**src/rtl/vip_sobel_pkg.sv**
```systemverilog
// Shared types and constants for the Sobel frame run controller.
package vip_sobel_pkg;
  localparam int THRESH_W = 11;

  localparam logic [1:0] ADDR_CTRL   = 2'd0;
  localparam logic [1:0] ADDR_THRESH = 2'd1;
  localparam logic [1:0] ADDR_STATUS = 2'd2;
  localparam logic [1:0] ADDR_EDGES  = 2'd3;

  typedef enum logic [1:0] {
    IDLE      = 2'd0,
    ARM       = 2'd1,
    RUN       = 2'd2,
    STOP_PEND = 2'd3
  } state_t;
endpackage

```
**src/rtl/vip_edge_counter.sv**
```systemverilog
// Post-detector edge counter: saturating per-frame accumulate, latched and pulsed
// on each detector-output vsync rise.
module vip_edge_counter #(
  parameter int CNT_W = 24
) (
  input  logic             clk,
  input  logic             rst_n,
  input  logic             i_frame_seen,
  input  logic             i_vsync,
  input  logic             i_href,
  input  logic             i_clken,
  input  logic             i_bit,
  output logic [CNT_W-1:0] o_edge_last,
  output logic             o_frame_done
);
  logic             r_vs_q;
  logic [CNT_W-1:0] r_acc;
  logic [CNT_W-1:0] r_last;
  logic             r_done;
  logic             w_hit;
  logic             w_rise;
  logic [CNT_W-1:0] w_acc_inc;
  logic             w_suppress;

  assign w_hit      = i_clken & i_href & i_bit;
  assign w_rise     = i_vsync & ~r_vs_q;
  assign w_acc_inc  = (w_hit && (r_acc != '1)) ? r_acc + CNT_W'(1) : r_acc;
  // Nothing to report before any frame has gone through and nothing was counted.
  assign w_suppress = (w_acc_inc == '0) & ~i_frame_seen;

  always_ff @(posedge clk or negedge rst_n) begin
    if (!rst_n) begin
      r_vs_q <= 1'b0;
      r_acc  <= '0;
      r_last <= '0;
      r_done <= 1'b0;
    end else begin
      r_vs_q <= i_vsync;
      if (w_rise) begin
        r_last <= w_acc_inc;
        r_acc  <= '0;
        r_done <= ~w_suppress;
      end else begin
        r_acc  <= w_acc_inc;
        r_done <= 1'b0;
      end
    end
  end

  assign o_edge_last  = r_last;
  assign o_frame_done = r_done;
endmodule

```
**src/rtl/vip_sobel_frame_ctrl.sv**
```systemverilog
// Frame-synchronous run controller: gates whole camera frames into the Sobel
// detector, holds the runtime threshold and reports per-frame edge counts.
module vip_sobel_frame_ctrl
  import vip_sobel_pkg::*;
#(
  parameter int THRESH_DEFAULT = 128,
  parameter int CNT_W          = 24,
  parameter int FCNT_W         = 16
) (
  input  logic                clk,
  input  logic                rst_n,
  input  logic                cfg_wr_en,
  input  logic [1:0]          cfg_addr,
  input  logic [31:0]         cfg_wdata,
  output logic [31:0]         cfg_rdata,
  input  logic                per_frame_vsync,
  input  logic                per_frame_href,
  input  logic                per_frame_clken,
  output logic                det_frame_vsync,
  output logic                det_frame_href,
  output logic                det_frame_clken,
  output logic [THRESH_W-1:0] det_threshold,
  input  logic                post_frame_vsync,
  input  logic                post_frame_href,
  input  logic                post_frame_clken,
  input  logic                post_img_bit,
  output logic                frame_done,
  output logic                busy
);
  state_t              r_state;
  state_t              w_state_nxt;
  logic                r_gate;
  logic                w_gate_nxt;
  logic                r_vs_q;
  logic                r_en;
  logic                r_ss;
  logic                r_seen;
  logic [THRESH_W-1:0] r_shadow;
  logic [FCNT_W-1:0]   r_fcnt;
  logic [CNT_W-1:0]    w_edges;
  logic                w_vs_rise;
  logic                w_open;
  logic                w_clr_en;
  logic                w_wr_ctrl;
  logic                w_wr_thr;
  logic                w_unused;

  assign w_vs_rise = per_frame_vsync & ~r_vs_q;
  assign w_wr_ctrl = cfg_wr_en && (cfg_addr == ADDR_CTRL);
  assign w_wr_thr  = cfg_wr_en && (cfg_addr == ADDR_THRESH);
  assign w_open    = w_vs_rise & w_gate_nxt;
  assign w_unused  = ^cfg_wdata[31:THRESH_W];

  // The gate only ever changes on a camera vsync rise, so frames pass whole.
  always_comb begin
    w_state_nxt = r_state;
    w_gate_nxt  = r_gate;
    w_clr_en    = 1'b0;
    case (r_state)
      IDLE: if (r_en) w_state_nxt = ARM;
      ARM: begin
        if (!r_en) w_state_nxt = IDLE;
        else if (w_vs_rise) begin
          w_state_nxt = RUN;
          w_gate_nxt  = 1'b1;
        end
      end
      RUN: begin
        if (w_vs_rise) begin
          if (!r_en || r_ss) begin
            w_state_nxt = IDLE;
            w_gate_nxt  = 1'b0;
            w_clr_en    = r_ss;
          end
        end else if (!r_en) begin
          w_state_nxt = STOP_PEND;
        end
      end
      STOP_PEND: begin
        if (r_en) w_state_nxt = RUN;
        else if (w_vs_rise) begin
          w_state_nxt = IDLE;
          w_gate_nxt  = 1'b0;
        end
      end
      default: begin
        w_state_nxt = IDLE;
        w_gate_nxt  = 1'b0;
      end
    endcase
  end

  always_ff @(posedge clk or negedge rst_n) begin
    if (!rst_n) begin
      r_state         <= IDLE;
      r_gate          <= 1'b0;
      r_vs_q          <= 1'b0;
      r_en            <= 1'b0;
      r_ss            <= 1'b0;
      r_seen          <= 1'b0;
      r_shadow        <= THRESH_W'(THRESH_DEFAULT);
      r_fcnt          <= '0;
      det_threshold   <= THRESH_W'(THRESH_DEFAULT);
      det_frame_vsync <= 1'b0;
      det_frame_href  <= 1'b0;
      det_frame_clken <= 1'b0;
    end else begin
      r_state         <= w_state_nxt;
      r_gate          <= w_gate_nxt;
      r_vs_q          <= per_frame_vsync;
      det_frame_vsync <= per_frame_vsync & w_gate_nxt;
      det_frame_href  <= per_frame_href  & w_gate_nxt;
      det_frame_clken <= per_frame_clken & w_gate_nxt;
      // A host write wins over the single-shot self-clear in the same cycle.
      if (w_wr_ctrl) begin
        r_en <= cfg_wdata[0];
        r_ss <= cfg_wdata[1];
      end else if (w_clr_en) begin
        r_en <= 1'b0;
      end
      if (w_wr_thr) r_shadow <= cfg_wdata[THRESH_W-1:0];
      if (w_open) begin
        det_threshold <= w_wr_thr ? cfg_wdata[THRESH_W-1:0] : r_shadow;
        r_fcnt        <= r_fcnt + FCNT_W'(1);
        r_seen        <= 1'b1;
      end
    end
  end

  always_comb begin
    cfg_rdata = '0;
    case (cfg_addr)
      ADDR_CTRL:   cfg_rdata[1:0] = {r_ss, r_en};
      ADDR_THRESH: cfg_rdata[THRESH_W-1:0] = r_shadow;
      ADDR_STATUS: begin
        cfg_rdata[1:0]         = r_state;
        cfg_rdata[16 +: FCNT_W] = r_fcnt;
      end
      default:     cfg_rdata[CNT_W-1:0] = w_edges;
    endcase
  end

  assign busy = (r_state != IDLE);

  vip_edge_counter #(
    .CNT_W(CNT_W)
  ) u_edge_counter (
    .clk         (clk),
    .rst_n       (rst_n),
    .i_frame_seen(r_seen),
    .i_vsync     (post_frame_vsync),
    .i_href      (post_frame_href),
    .i_clken     (post_frame_clken),
    .i_bit       (post_img_bit),
    .o_edge_last (w_edges),
    .o_frame_done(frame_done)
  );
endmodule

```
**config.mk**
```make
export PLATFORM = sky130hd
export DESIGN_NAME = vip_sobel_frame_ctrl
export DESIGN_NICKNAME = d
export VERILOG_FILES = /design/src/rtl/vip_sobel_pkg.sv /design/src/rtl/vip_edge_counter.sv /design/src/rtl/vip_sobel_frame_ctrl.sv
export SDC_FILE = /design/constraint.sdc
export NUM_CORES = 1
export LEC_CHECK = 0
export CAP_MARGIN = 20
export CORE_MARGIN = 2
export CORE_UTILIZATION = 41
export DETAILED_ROUTE_END_ITERATION = 7
export PLACE_DENSITY = 0.63
export SLEW_MARGIN = 10
export SYNTH_ARGS = -nofsm -noshare
export SYNTH_HDL_FRONTEND = slang
export SYNTH_SLANG_ARGS = --single-unit
```
**constraint.sdc**
```tcl
create_clock -name clk -period 3.3 [get_ports clk]
set_input_delay 0.495 -clock clk [delete_from_list [all_inputs] [get_ports clk]]
set_output_delay 0.495 -clock clk [all_outputs]
set_load 0.05 [all_outputs]
```
==> flow_metrics.env <==
export IMPL_power_leakage_uw=0.00268
export IMPL_cts_buffer_depth=2
export IMPL_setup_tns_ns=0
export IMPL_synth_cells=462
export IMPL_worstSetupEndpointType="flip-flop"
export IMPL_wl_per_cell_um=15.8
export IMPL_synth_area_leaders="dfrtp_1 51%, nor2_1 5.2%, xnor2_1 4.9%"
export IMPL_start_util=0.415
export IMPL_multi_input_area_sq_um=2140
export IMPL_timing_rr_end="u_edge_counter.o_frame_done"
export IMPL_worstMarginPinSlew_ns=0.862
export IMPL_post_cts_buffers=0
export IMPL_clk_latency_ns=0.34
export IMPL_viasPerCell=5.18
export IMPL_syn_avg_cell_area_sq_um=10.1
export IMPL_portBuffers=70
export IMPL_rows=39
export IMPL_grt_max_degree=66
export IMPL_rsz0062_at_grt="false"
export IMPL_track_usage=0.188
export IMPL_maxCapViolCount=0
export IMPL_cts_resized=0
export IMPL_die_h_um=111
export IMPL_worstPathArrival_ns=3.04
export IMPL_start_kind="flip-flop"
export IMPL_cp_max_fo=12
export IMPL_grt_overflow=0
export IMPL_rrSetupSlack_ns=0.47
export IMPL_fill_cells=991
export IMPL_synth_distinct_cells=42
export IMPL_initialDrtViolationCount=214
export IMPL_grt_pass1_wl_mm=18.7
export IMPL_syn_cell_area_sq_um=4680
export IMPL_ys_seq_area_frac=0.524
export IMPL_synth_top_area_share=0.513
export IMPL_worst_endpoint_required_ns=3.51
export IMPL_fin_hold_ws_ns=0.256
export IMPL_ys_flop_type="dfrtp_1"
export IMPL_fin_crit_ns=2.83
export IMPL_n_antenna_cell=0
export IMPL_async_flop_share=1.00
export IMPL_cts_tree="yes"
export IMPL_synth_fp_nets=508
export IMPL_totalWireLength_mm=10.8
export IMPL_setup_viol=0
export IMPL_p_per_area_nw_per_um2=580
export IMPL_critical_path_class="reg2reg"
export IMPL_hp_class="in2async"
export IMPL_dp_hpwl_mm=7.93
export IMPL_synthTopCellsByCount="96 x dfrtp_1, 65 x nor2_1, 47 x nand2_1, 31 x o21ai_0, 26 x xnor2_1"
export IMPL_hold_viol_final=0
export IMPL_grt_pass1_vias=3629
export IMPL_slew_headroom=0.425
export IMPL_fmax_mhz=353
export IMPL_core_sq_um=11300
export IMPL_cts_sinks=98
export IMPL_drt_pass1_iterations=4
export IMPL_antenna_found_initial=0
export IMPL_die_w_um=111
export IMPL_remaining_drc_errors=0
export IMPL_layout_nets=583
export IMPL_vdd_ir_drop_max_uv=512
export IMPL_synth_most_common_cell="dfrtp_1"
export IMPL_cts_root_buf="clkbuf_16"
export IMPL_maxSlewViolCount=0
export IMPL_die_area_sq_um=12300
export IMPL_drive_gt1_frac=0.148
export IMPL_postRouteAntennaNets=0
export IMPL_syn_to_final_growth_pct=31.9
export IMPL_synth_largest_area_cell="dfrtp_1"
export IMPL_cts_clk_slew_worst_paths_ns=0.07
export IMPL_yosys_warnings=0
export IMPL_ctsHoldBuffers=0
export IMPL_clock_skew_ns=0.00774
export IMPL_register_area_sq_um=2450
export IMPL_cts_made_buffers=9
export IMPL_outcome="completed"
export IMPL_synth_seq_cells=98
export IMPL_worst_r2r_path_depth=8
export IMPL_htreeDepth=3
export IMPL_vias=3547
export IMPL_ios=92
export IMPL_synth_edff_count=0
export IMPL_r2r_start="u_edge_counter.r_acc[0]"
export IMPL_fin_crit_sh=0.857
export IMPL_gp_congestion=0.888
logic make-up after synthesis:
group           share of synthesized area
compound gates                     0.0580
xor+xnor                           0.0730
fa+ha+maj                         0.00534
buf+inv                            0.0190
flops                               0.524
mux                                0.0791
simple gates                        0.241
cell usage in the layout, fill, tap and decap left out, types with 4 or more instances in the layout:
cell type	instances
buf_4	15
nor2_1	65
nand2_1	47
clkdlybuf4s50_1	37
o21ai_0	31
nor4_1	4
clkbuf_16	9
a21oi_1	4
and4_1	7
and2_1	10
mux2i_1	19
nand2b_1	5
xnor2_1	26
buf_12	31
and3_1	13
nand4_1	16
xor2_1	13
mux2_2	12
nor3_1	5
inv_1	4
nor2b_1	23
dfrtp_1	96
nand3_1	15
power breakdown:
group | switching [uW] | internal, uW
logic | 651 | 397
registers | 131 | 1370
clock network | 448 | 587
total | 1230 | 2350
worst max-delay path, cell delays in order (launching register included):
cell,delay [ns]
dfrtp_1,0.45
ha_1,0.29
and4_1,0.23
and4_1,0.33
or4b_4,0.59
xor2_1,0.26
nand4_1,0.18
nor4_1,0.26
a21oi_1,0.10
through the flow:
step	worst slack [ns]	util	area, sq um	cells	power [uW]
2_1_floorplan	0.773	-	4680	462	2160
3_3_place_gp	0.222	0.523	5890	669	2560
3_5_place_dp	0.169	0.523	5890	669	2580
4_1_cts	0.466	0.548	6180	685	3610
5_1_grt	0.295	0.548	6180	685	3760
6_report	0.470	0.548	6180	685	3580
per-layer routing:
metal | part of all wire | vias to the layer above | global-route usage
li1 | - | 1741 | -
met1 | 0.47 | 1711 | 0.268
met2 | 0.48 | 83 | 0.295
met3 | 0.044 | 12 | 0.0334
met4 | 0.012 | 0 | 0.0592
met5 | 0 | - | 0
worst max-delay path by stage:
stage,start,endpoint
2_1_floorplan,cfg_addr[0],cfg_rdata[16]
3_3_place_gp,post_img_bit,u_edge_counter.o_frame_done
3_5_place_dp,post_img_bit,u_edge_counter.o_frame_done
4_1_cts,u_edge_counter.r_acc[0],u_edge_counter.o_frame_done
5_1_grt,u_edge_counter.r_acc[0],u_edge_counter.o_frame_done
6_report,u_edge_counter.r_acc[0],u_edge_counter.o_frame_done
cell type report:
type,count,area share
Sequential cell,98,0.397
Multi-Input combinational cell,341,0.346
Timing Repair Buffer,83,0.179
Clock buffer,11,0.0377
Tap cell,143,0.0290
Clock inverter,5,0.00871
Inverter,4,0.00243
registers in the layout, indices dropped and copies added (netlist names), 2 cells and up:
register and flops:
det_threshold 11, r_state 2, u_edge_counter.r_acc 24, r_shadow 11, r_fcnt 16, u_edge_counter.o_edge_last 24
Power figures use the tool's default switching activity.
